===== src/rtl/hex_word_serializer.sv =====
`default_nettype none
// ============================================================================
//  Module   : hex_word_serializer
//  Purpose  : Prints one WIDTH-bit word as an ASCII hexadecimal string on a
//             byte-wide valid/ready stream. The string is an optional "0x"
//             prefix, then WIDTH/4 digits (most-significant nibble first,
//             leading zeros kept), then an optional CR LF. out_last marks the
//             final character of each word.
//  Revision : 1.0 - initial release
// ----------------------------------------------------------------------------
//  Parameters
//    WIDTH     : input word width, multiple of 4, 4..64
//    LOWERCASE : 1 = digits a-f, 0 = digits A-F
//    PREFIX    : 1 = emit "0x" before the digits
//    NEWLINE   : 1 = emit CR LF after the digits
//  Ports
//    clk        in   1      sole clock, rising edge
//    rst_n      in   1      asynchronous active-low reset
//    in_valid   in   1      in_data valid
//    in_ready   out  1      block can accept a word (idle only)
//    in_data    in   WIDTH  word to print
//    out_valid  out  1      out_char valid
//    out_ready  in   1      sink accepts out_char
//    out_char   out  8      ASCII character (8'h00 when out_valid = 0)
//    out_last   out  1      out_char is the final character of the word
//    busy       out  1      a word is in progress
// ============================================================================
module hex_word_serializer #(
  parameter int WIDTH     = 32,
  parameter bit LOWERCASE = 1'b0,
  parameter bit PREFIX    = 1'b1,
  parameter bit NEWLINE   = 1'b1
) (
  input  logic             clk,
  input  logic             rst_n,
  input  logic             in_valid,
  output logic             in_ready,
  input  logic [WIDTH-1:0] in_data,
  output logic             out_valid,
  input  logic             out_ready,
  output logic [7:0]       out_char,
  output logic             out_last,
  output logic             busy
);

  localparam int NIBBLES = WIDTH / 4;
  // A single-digit word still needs a 1-bit counter.
  localparam int CNT_W = (NIBBLES > 1) ? $clog2(NIBBLES) : 1;
  localparam logic [CNT_W-1:0] C_LAST_DIGIT = CNT_W'(NIBBLES - 1);

  localparam logic [7:0] C_CHAR_ZERO = 8'h30;
  localparam logic [7:0] C_CHAR_X    = 8'h78;
  localparam logic [7:0] C_CHAR_CR   = 8'h0D;
  localparam logic [7:0] C_CHAR_LF   = 8'h0A;

  typedef enum logic [2:0] {
    ST_IDLE  = 3'd0,
    ST_PFX0  = 3'd1,
    ST_PFX1  = 3'd2,
    ST_DIGIT = 3'd3,
    ST_CR    = 3'd4,
    ST_LF    = 3'd5
  } state_t;

  state_t           r_state;
  state_t           w_state_nxt;
  logic [WIDTH-1:0] r_shift;
  logic [WIDTH-1:0] w_shift_nxt;
  logic [CNT_W-1:0] r_cnt;
  logic [CNT_W-1:0] w_cnt_nxt;

  logic             w_in_ready;
  logic             w_out_valid;
  logic [7:0]       w_out_char;
  logic             w_out_last;

  logic [3:0]       w_nibble;
  logic [7:0]       w_alpha_base;
  logic [7:0]       w_digit_char;

  // --------------------------------------------------------------------------
  // Nibble-to-ASCII conversion. The digit on screen is always the top nibble
  // of the shift register; the register moves left by one nibble per digit.
  // --------------------------------------------------------------------------
  generate
    if (LOWERCASE) begin : g_lower
      assign w_alpha_base = 8'h61;
    end else begin : g_upper
      assign w_alpha_base = 8'h41;
    end
  endgenerate

  assign w_nibble = r_shift[WIDTH-1 -: 4];

  always_comb begin
    w_digit_char = C_CHAR_ZERO + {4'h0, w_nibble};
    if (w_nibble > 4'd9) begin
      w_digit_char = w_alpha_base + {4'h0, w_nibble} - 8'd10;
    end
  end

  // --------------------------------------------------------------------------
  // State and datapath registers
  // --------------------------------------------------------------------------
  always_ff @(posedge clk or negedge rst_n) begin
    if (!rst_n) begin
      r_state <= ST_IDLE;
      r_shift <= '0;
      r_cnt   <= '0;
    end else begin
      r_state <= w_state_nxt;
      r_shift <= w_shift_nxt;
      r_cnt   <= w_cnt_nxt;
    end
  end

  // --------------------------------------------------------------------------
  // Next-state and output decode. Outputs depend only on registered state, so
  // they hold steady for as long as the sink stalls; state and digit position
  // advance only on an accepted character.
  // --------------------------------------------------------------------------
  always_comb begin
    w_state_nxt = r_state;
    w_shift_nxt = r_shift;
    w_cnt_nxt   = r_cnt;
    w_in_ready  = 1'b0;
    w_out_valid = 1'b0;
    w_out_char  = 8'h00;
    w_out_last  = 1'b0;

    case (r_state)
      ST_IDLE: begin
        w_in_ready = 1'b1;
        if (in_valid) begin
          w_shift_nxt = in_data;
          w_cnt_nxt   = C_LAST_DIGIT;
          w_state_nxt = PREFIX ? ST_PFX0 : ST_DIGIT;
        end
      end

      ST_PFX0: begin
        w_out_valid = 1'b1;
        w_out_char  = C_CHAR_ZERO;
        if (out_ready) begin
          w_state_nxt = ST_PFX1;
        end
      end

      ST_PFX1: begin
        w_out_valid = 1'b1;
        w_out_char  = C_CHAR_X;
        if (out_ready) begin
          w_state_nxt = ST_DIGIT;
        end
      end

      ST_DIGIT: begin
        w_out_valid = 1'b1;
        w_out_char  = w_digit_char;
        w_out_last  = !NEWLINE && (r_cnt == '0);
        if (out_ready) begin
          w_shift_nxt = r_shift << 4;
          if (r_cnt == '0) begin
            w_state_nxt = NEWLINE ? ST_CR : ST_IDLE;
          end else begin
            w_cnt_nxt = r_cnt - 1'b1;
          end
        end
      end

      ST_CR: begin
        w_out_valid = 1'b1;
        w_out_char  = C_CHAR_CR;
        if (out_ready) begin
          w_state_nxt = ST_LF;
        end
      end

      ST_LF: begin
        w_out_valid = 1'b1;
        w_out_char  = C_CHAR_LF;
        w_out_last  = 1'b1;
        if (out_ready) begin
          w_state_nxt = ST_IDLE;
        end
      end

      default: begin
        w_state_nxt = ST_IDLE;
      end
    endcase
  end

  // in_ready is masked by rst_n so it reads 0 while reset is held, even though
  // the state register already sits in IDLE.
  assign in_ready  = w_in_ready & rst_n;
  assign out_valid = w_out_valid;
  assign out_char  = w_out_char;
  assign out_last  = w_out_last;
  assign busy      = (r_state != ST_IDLE);

endmodule
`default_nettype wire


===== config.mk =====
export PLATFORM = sky130hd
export DESIGN_NAME = hex_word_serializer
export DESIGN_NICKNAME = d
export VERILOG_FILES = /design/src/rtl/hex_word_serializer.sv
export SDC_FILE = /design/constraint.sdc
export NUM_CORES = 1
export LEC_CHECK = 0
export ABC_CLOCK_PERIOD_IN_PS = 4960
export CAP_MARGIN = 20
export CORE_ASPECT_RATIO = 1.5
export CORE_MARGIN = 2
export CORE_UTILIZATION = 40
export CTS_BUF_LIST = sky130_fd_sc_hd__clkbuf_8
export DETAILED_ROUTE_END_ITERATION = 10
export RECOVER_POWER = 25
export SLEW_MARGIN = 5
export SYNTH_ARGS = -nofsm -noshare
export SYNTH_HDL_FRONTEND = slang
export SYNTH_SLANG_ARGS = --single-unit
export TNS_END_PERCENT = 50

===== constraint.sdc =====
create_clock -name clk -period 4.96 [get_ports clk]
set_input_delay 0.496 -clock clk [delete_from_list [all_inputs] [get_ports clk]]
set_output_delay 0.496 -clock clk [all_outputs]
set_load 0.01 [all_outputs]

==> flow_summary.toml, run 1 <==
[power]
powerDensity_mw_per_mm2 = 589
peakVddDrop_v = 0.000319
leakagePower_uw = 0.00132

[grt]
grt_pass1_wl_mm = 8.64
antenna_found_initial = 0
grt_pass1_vias = 1799
grt_overflow_total = 0
grt_max_degree = 40
grt_use_total_pct = 17.0

[synthesis]
ys_seq_area_share_pct = 39.7
synth-edff-count = 0
syn_avg_cell_area_sq_um = 10.9
syn_area_sq_mm = 0.00240
ys_ff_latch = 38
synth_top_area_share_pct = 39.7
ys.warnings.count = 0
synth_fp_nets = 260
yosys_most_used_dff = "dfrtp_1"
synth_area_leaders = "dfrtp_1 40%, mux2i_1 12%, nand3_2 8.4%"
yosys.area.top_type = "dfrtp_1"
postSynth.asyncResetShare_pct = 100
synth.distinct_cells = 45
postSynthCellCount = 219

[die]
die_area_sq_mm = 0.00664
start_util_pct = 41.4
ios = 48
core_area_sq_mm = 0.00579
die_h_microns = 98.8
dieWidth_microns = 67.2
num_rows = 34

[placement]
port_buffers = 46
dp_worst_setup_slack_ns = 1.98
dp.final_hpwl_mm = 3.31
gp_congestion = 0.721

[final_layout]
layout.cells.most_common_list = "45 x clkdlybuf4s50_1, 38 x dfrtp_1, 28 x mux2i_1, 20 x nand3_2, 20 x o21ai_2"
fin_util_pct = 50.2
antennaDiodeCount = 0
final_nets = 296
drive_above_1_share_pct = 21.9
fill_cells = 562
area_growth_syn_to_layout_pct = 21.1
final_common_cell = "clkdlybuf4s50_1"

[run]
cap_violations = 1

[cts]
insertion_delay_ns = 0.29
clockRootBuffer = "clkbuf_8"
cts_buffers = 5
post_cts_resized = 0
cts_hold_buf = 0
cts.reportedPaths.clkPinSlew_ns = 0.07
cts_tree = "yes"
cts-htree-levels = 2
cts_buffer_depth = 2
postCtsSetupBuffers = 0
cts_sinks = 38

[timing]
post-route-period-util_pct = 69.1
rsz0062_at_grt = "false"
hold_viol_final = 0
timing.final.ws_setup_ns = 1.53
fmax_mhz = 292
drv_slew = 40
min_period_ns = 3.43
setup_viol = 0
fin_skew_ns = 0.00455
fin_setup_tns_ns = 0
relSlewSlack_pct = -42.5
worst_pin_slew_ns = 2.14

[critical_path]
cp.required_ns = 4.46
cp.arrival_ns = 2.93
reg2reg_from = "r_state[2]"
ff2ff_path_depth = 3
crit_path_end_kind = "output pin"
startpoint_type = "input pin"
reg2reg_to = "r_shift[13]"
cpMaxStageDelayCell = "clkbuf_1"
critical_path.cell_chain = "buf_2 -> clkbuf_1 -> and2_1 -> clkdlybuf4s50_1"
max_stage_delay_ns = 1.51
regToRegSetupSlack_ns = 2.75
path_class = "in -> out"
worstPathMaxFanout = 39

[min_path]
min-delay-start = "r_shift[11]"
min_to = "r_shift[11]"
hold_depth = 2
hold_path.class = "reg -> reg"

[drt]
wl_mm = 5.01
drtIter0Drc = 83
drc = 0
via_per_inst = 5.44
first_pass_iters = 4
wl_per_cell_microns = 15.3
ant_nets = 0
via_count = 1785

[outcome]
status = "complete, but fails checks"
violations = "capacitance limit, slew limit"
## sequential cells by signal, indices dropped and copies added, names as in the netlist
| name | cells |
|---|---|
| r_shift | 32 |
| r_state | 3 |
| r_cnt | 3 |
## through the flow
stage               area, sq um  hold slack (ns)  std cells  power (uW)
floorplan                  2400            0.200        219        1280
global placement           2820            0.488        320        1500
detailed placement         2820            0.490        320        1520
CTS                        2910            0.266        328        1740
global route               2900            0.523        328        1860
finish                     2900            0.504        328        1710
## final cells by class
type | instances | area [sq um] | share of cell area (%)
repair buffers | 49 | 474 | 16.3
inverters | 7 | 26.3 | 0.905
multi-input cells | 154 | 1270 | 43.8
clock buffers | 6 | 82.6 | 2.84
flip-flops and latches | 38 | 951 | 32.7
clock inverters | 2 | 8.76 | 0.302
well taps | 72 | 90.1 | 3.10
## worst max-delay path by stage
stage | slack, ns | to | start
final | 1.53 | in_ready | rst_n
after global placement | 2.07 | out_char[1] | r_state[1]
after floorplan | 2.49 | out_char[1] | r_state[1]
after CTS | 1.65 | out_char[0] | r_state[1]
after global routing | 1.16 | in_ready | rst_n
after detailed placement | 1.98 | out_char[0] | r_state[1]
## worst max-delay path: cells and delay by family
kind          cells  cell delay (ns)
simple gates      1             0.28
buf+inv           3             2.12
## where the power goes
part | total, uW | internal (uW) | switching [uW]
logic | 952 | 461 | 491
registers | 541 | 424 | 116
clock network | 218 | 110 | 108
total | 1710 | 996 | 715
## synthesized netlist by cell type (all sizes together), types with 2 or more instances
master / number
a2111o: 2
mux2i: 28
o221ai: 2
clkbuf: 2
or3: 2
o21ai: 31
dfrtp: 38
a21boi: 2
nand2: 5
a211o: 3
a211oi: 2
nor3: 2
o21ba: 2
nand3: 31
ha: 5
and4b: 3
nor2: 5
nand2b: 3
inv: 7
buf: 18
a22o: 4
a21oi: 6
## layer usage
metal / GRT usage (%) / vias up / wire [microns]
met5: 0 / - / 0
met2: 29.0 / 34 / 2640
met4: 6.12 / 0 / 53
met3: 3.08 / 4 / 166
li1: - / 879 / -
met1: 20.9 / 868 / 2160
## logic make-up (layout without fill, tap and decap cells)
logic type,Yosys count,count (layout),share of synthesized area [%]
adder cells (fa/ha/maj),5,5,2.61
multiplexers,28,28,11.7
AO/OA/AOI/OAI,60,60,19.3
flip-flops,38,38,39.7
other,1,1,0.156
buffers and inverters,27,64,7.62
AND/OR/NAND/NOR,60,60,18.9
No activity file was read; power rests on OpenSTA's default activity.
==> inputs of run 2 (changes only) <==
--- a/config.mk
+++ b/config.mk
@@ -5,13 +5,14 @@
 export SDC_FILE = /design/constraint.sdc
 export NUM_CORES = 1
 export LEC_CHECK = 0
-export ABC_CLOCK_PERIOD_IN_PS = 4960
+export ABC_CLOCK_PERIOD_IN_PS = 2800
 export CAP_MARGIN = 20
 export CORE_ASPECT_RATIO = 1.5
 export CORE_MARGIN = 2
 export CORE_UTILIZATION = 40
 export CTS_BUF_LIST = sky130_fd_sc_hd__clkbuf_8
 export DETAILED_ROUTE_END_ITERATION = 10
+export PLACE_DENSITY = 0.67
 export RECOVER_POWER = 25
 export SLEW_MARGIN = 5
 export SYNTH_ARGS = -nofsm -noshare
==> constraint.sdc (replaced) <==
create_clock -name clk -period 2.8 [get_ports clk]
set_input_delay 0.28 -clock clk [delete_from_list [all_inputs] [get_ports clk]]
set_output_delay 0.28 -clock clk [all_outputs]
set_load 0.01 [all_outputs]
==> run 2 against run 1 <==
  * The flow still finishes with violations (capacitance limit, slew limit)
  * Sequential power grew 67%
  * First-iteration DRC count grew 28%
  * Utilization grew 0.67 points
  * Register-to-register slack lost 2.0 ns
  * Power grew 82%
  * Clock power grew 81%
  * Die area is the same
  * Critical path type is now reg -> out
  * Via count grew 0.45%
  * Wire length grew 3.8%
  * Final cell count grew 0.91%
  * Sequential share of layout area shrank 0.43 points
  * Final area grew 1.3%
==> flow_summary.toml, run 2 (synthesis results as in run 1) <==
[outcome]
status = "complete, but fails checks"
violations = "capacitance limit, slew limit"

[critical_path]
reg2reg_to = "r_shift[18]"
crit_cells = 5
startpoint = "r_state[1]"
worst-path-buf-inv = 2
critical_path.cell_chain = "inv_1 -> ha_1 -> or3_1 -> o221ai_1 -> clkdlybuf4s50_1"
reg2reg_from = "r_state[1]"
cpMaxStageDelayCell = "clkdlybuf4s50_1"
max_stage_delay_ns = 0.57
cp.arrival_ns = 2.28
worstPathMaxFanout = 11
crit_family = "buffers and inverters"
crit_end = "out_char[0]"
crit_path_end_kind = "output pin"
ff2ff_path_depth = 4
path_class = "reg -> out"
cp.required_ns = 2.52
regToRegSetupSlack_ns = 0.77
startpoint_type = "flop"

[grt]
grt_pass1_vias = 1854
grt_use_total_pct = 18.0
grt_pass1_wl_mm = 9.06
antenna_found_initial = 0
grt_max_degree = 39
grt_overflow_total = 0

[timing]
fmax_mhz = 390
relSlewSlack_pct = -36.0
fin_skew_ns = 0.00246
rsz0062_at_grt = "false"
min_period_ns = 2.56
setup_viol = 0
fin_setup_tns_ns = 0
worst_pin_slew_ns = 2.04
hold_viol_final = 0
drv_slew = 39
post-route-period-util_pct = 91.5

[run]
cap_violations = 1

[final_layout]
multiInputGateArea_sq_mm = 0.00127
largest-register = "r_shift"
largest_reg_flops = 32
final_common_cell = "clkdlybuf4s50_1"
final_nets = 299
fill_cells = 590
layout.cells.non_filler = 331
area_growth_syn_to_layout_pct = 22.8
register_area_sq_um = 951
top_regs = "r_shift x32, r_cnt x3, r_state x3"
layout.cells.most_common_list = "45 x clkdlybuf4s50_1, 38 x dfrtp_1, 28 x mux2i_1, 20 x nand3_2, 20 x o21ai_2"
drive_above_1_share_pct = 23.2
antennaDiodeCount = 0

[min_path]
min-delay-start = "r_shift[27]"
hold_path.class = "reg -> reg"

[drt]
ant_nets = 0
wl_per_cell_microns = 15.7
drc = 0
drtIter0Drc = 106
first_pass_iters = 4
wl_mm = 5.20
via_count = 1793
via_per_inst = 5.42

[cts]
insertion_delay_ns = 0.29
cts_hold_buf = 0
cts_buffer_depth = 2
cts.reportedPaths.clkPinSlew_ns = 0.07
postCtsSetupBuffers = 0
cts-htree-levels = 2
post_cts_resized = 0
cts_buffers = 5
cts_tree = "yes"
clockRootBuffer = "clkbuf_8"
cts_sinks = 38

[die]
dieWidth_microns = 67.2
core_area_sq_mm = 0.00579
num_rows = 34
start_util_pct = 41.4
ios = 48
die_area_sq_mm = 0.00664
die_h_microns = 98.8

[placement]
dp.cells = 323
port_buffers = 46
dp.final_hpwl_mm = 3.50
gp_congestion = 0.726

[power]
leakagePower_uw = 0.00133
peakVddDrop_v = 0.000459
powerDensity_mw_per_mm2 = 1060
## run 2: cell types whose count changed in the layout (fill, tap and decap cells not counted)
cell	delta
and3b_1	-1
buf_12	+1
and3b_2	+1
inv_1	-1
clkbuf_1	+1
clkinvlp_4	+1
buf_4	+2
buf_2	-1
## run 2: power breakdown
part / switching, uW / internal (uW) / leakage (uW)
Combinational: 955 / 865 / 0.000803
Sequential: 149 / 753 / 0.000485
Clock: 196 / 198 / 0.0000472
Total: 1300 / 1820 / 0.00133
## run 2: area by class of cell
| class | count | area share, % |
|---|---|---|
| well taps | 72 | 3.06 |
| clock inverters | 2 | 0.425 |
| repair buffers | 52 | 17.3 |
| inverters | 7 | 0.893 |
| clock buffers | 6 | 2.81 |
| flip-flops and latches | 38 | 32.3 |
| multi-input cells | 154 | 43.2 |
## run 2: layer usage
layer | global-route usage [%] | up-vias | routed length (microns) | part of all wire [%]
li1 | - | 888 | - | -
met1 | 22.0 | 865 | 2140 | 41
met2 | 31.2 | 36 | 2850 | 55
met3 | 3.08 | 4 | 144 | 2.8
met4 | 6.12 | 0 | 61 | 1.2
met5 | 0 | - | 0 | 0
## run 2: worst min path at each step
stage / endpoint / slack [ns] / depth (start not counted)
finish: r_shift[27] / 0.51 / 2
global route: r_shift[6] / 0.53 / 2
CTS: r_shift[27] / 0.15 / 2
detailed placement: r_shift[15] / 0.47 / 2
global placement: r_shift[15] / 0.47 / 2
floorplan: r_cnt[0] / -0.02 / 0
## run 2: worst reg2reg max path, cell delays in order (launching register included)
cell and delay (ns):
dfrtp_1 0.38, buf_4 0.20, and4b_1 0.29, nor2_4 0.81, o21ai_1 0.18
## run 2: through the flow
step	setup slack [ns]	utilization [%]	hold WS, ns	instance area [sq um]	power [uW]
after floorplan	0.542	-	-0.0156	2400	2270
after global placement	0.541	49.3	0.467	2850	2710
after detailed placement	0.536	49.3	0.474	2850	2750
after CTS	0.219	51.0	0.153	2950	3160
after global routing	0.0562	50.9	0.529	2940	3380
final	0.238	50.9	0.508	2940	3120
==> inputs of run 3 (changes only) <==
--- a/config.mk
+++ b/config.mk
@@ -5,7 +5,7 @@
 export SDC_FILE = /design/constraint.sdc
 export NUM_CORES = 1
 export LEC_CHECK = 0
-export ABC_CLOCK_PERIOD_IN_PS = 2800
+export ABC_CLOCK_PERIOD_IN_PS = 2200
 export CAP_MARGIN = 20
 export CORE_ASPECT_RATIO = 1.5
 export CORE_MARGIN = 2
==> constraint.sdc (replaced) <==
create_clock -name clk -period 2.2 [get_ports clk]
set_input_delay 0.22 -clock clk [delete_from_list [all_inputs] [get_ports clk]]
set_output_delay 0.22 -clock clk [all_outputs]
set_load 0.005 [all_outputs]
==> run 3 against run 2 <==
  * Critical path type unchanged
  * Critical endpoint is now out_char[1]
  * Largest cell class unchanged
  * Final cell count up 3.6%
  * Via count rose by 3.0%
  * The flow now finishes without violations
  * Combinational power is 34% higher
  * Die area is the same
==> flow_summary.toml, run 3 (synthesis results as in run 1) <==
[final_layout]
multiInputGateArea_sq_mm = 0.00132
area_growth_syn_to_layout_pct = 29.7
top_regs = "r_shift x32, r_cnt x3, r_state x3"
largest-register = "r_shift"
finalInstanceArea_sq_mm = 0.00311
final_nets = 312
antennaDiodeCount = 0
fill_cells = 558
register_area_sq_um = 951
layout.cells.most_common_list = "38 x clkdlybuf4s50_1, 38 x dfrtp_1, 28 x mux2i_1, 20 x nand3_2, 20 x o21ai_2"
largest_reg_flops = 32
drive_above_1_share_pct = 31.0

[critical_path]
crit_family = "compound AO/OA/AOI/OAI gates"
reg2reg_to = "r_shift[26]"
critical_path.cell_chain = "inv_2 -> ha_2 -> o21bai_2 -> buf_4 -> a2111o_1 -> o221ai_1 -> clkbuf_2"
crit_path_end_kind = "output pin"
startpoint_type = "flop"
regToRegSetupSlack_ns = 0.40
path_class = "reg -> out"
worst-path-buf-inv = 3
cpMaxStageDelayCell = "dfrtp_1"
reg2reg_from = "r_state[0]"
cp.required_ns = 1.98
crit_end = "out_char[1]"
crit_cells = 7
worstPathMaxFanout = 3
max_stage_delay_ns = 0.41
startpoint = "r_shift[29]"
cp.arrival_ns = 1.86
ff2ff_path_depth = 5

[die]
die_h_microns = 98.8
core_area_sq_mm = 0.00579
die_area_sq_mm = 0.00664
start_util_pct = 41.4
dieWidth_microns = 67.2
num_rows = 34
ios = 48

[min_path]
hold_path.class = "in -> async"

[cts]
cts_sinks = 38
cts_tree = "yes"
clockRootBuffer = "clkbuf_8"
insertion_delay_ns = 0.30
cts-htree-levels = 2
cts.reportedPaths.clkPinSlew_ns = 0.08
cts_buffers = 5
cts_buffer_depth = 2

[power]
power_uw = 4200
powerDensity_mw_per_mm2 = 1350
peakVddDrop_v = 0.000615
leakagePower_uw = 0.00145

[timing]
fin_setup_tns_ns = 0
relSlewSlack_pct = 37.4
min_period_ns = 2.08
fmax_mhz = 480
worst_pin_slew_ns = 0.940
fin_skew_ns = 0.0143
setup_viol = 0
post-route-period-util_pct = 94.6
rsz0062_at_grt = "false"
hold_viol_final = 0
drv_slew = 0

[grt]
grt_pass1_vias = 1939
grt_pass1_wl_mm = 9.11
grt_use_total_pct = 17.9
grt_overflow_total = 0
grt_max_degree = 38
antenna_found_initial = 0

[placement]
port_buffers = 46
gp_congestion = 0.775
dp.final_hpwl_mm = 3.69
placed_area_sq_mm = 0.00292

[drt]
wl_per_cell_microns = 15.6
first_pass_iters = 4
wl_mm = 5.35
drtIter0Drc = 96
via_per_inst = 5.38
ant_nets = 0
drc = 0
via_count = 1846

[run]
cap_violations = 0

[outcome]
status = "finished clean"
[run 3: what timing repair did]
item / in CTS / in global routing
hold buffers: 1 / 0
pin swaps: 2 / 0
buffers inserted: 3 / 0
hold endpoints to repair: 1 / 0
gates resized for setup: 17 / 7
endpoints found under the setup margin: 7 / 4
gates cloned: 0 / 0
[run 3: cell type report]
cell class / instances / area share (%)
multi-input cells: 154 / 42.5
flip-flops and latches: 38 / 30.6
repair buffers: 65 / 19.5
well taps: 72 / 2.90
clock buffers: 6 / 2.65
clock inverters: 1 / 0.965
inverters: 7 / 0.845
[run 3: per-stage QoR]
| step | util [%] | std cells | hold slack [ns] | worst slack, ns |
|---|---|---|---|---|
| finish | 53.8 | 343 | 0.326 | 0.118 |
| global route | 53.8 | 343 | 0.353 | 0.0266 |
| CTS | 53.6 | 343 | 0.275 | -0.0324 |
| detailed placement | 50.5 | 332 | 0.0459 | 0.122 |
| global placement | 50.5 | 332 | 0.0452 | 0.161 |
| floorplan | - | 219 | -0.0756 | 0.0764 |
[run 3: report_power, final]
group	total (uW)	internal [uW]	switching, uW
Sequential	1140	958	183
Clock	612	363	249
Combinational	2440	1200	1240
[run 3: metal layers]
| metal | vias up | wire, microns | global-route usage [%] |
|---|---|---|---|
| li1 | 911 | - | - |
| met1 | 891 | 2280 | 22.8 |
| met2 | 37 | 2810 | 30.2 |
| met3 | 7 | 161 | 2.85 |
| met4 | 0 | 102 | 6.59 |
| met5 | - | 0 | 0 |
[run 3: worst min-delay path by stage]
stage | start | to | slack, ns | depth (start not counted)
5_1_grt | rst_n | r_state[0] | 0.35 | 2
4_1_cts | rst_n | r_state[0] | 0.27 | 2
2_1_floorplan | rst_n | r_cnt[0] | -0.08 | 0
6_report | rst_n | r_state[0] | 0.33 | 2
3_3_place_gp | rst_n | r_state[0] | 0.05 | 1
3_5_place_dp | rst_n | r_state[0] | 0.05 | 1
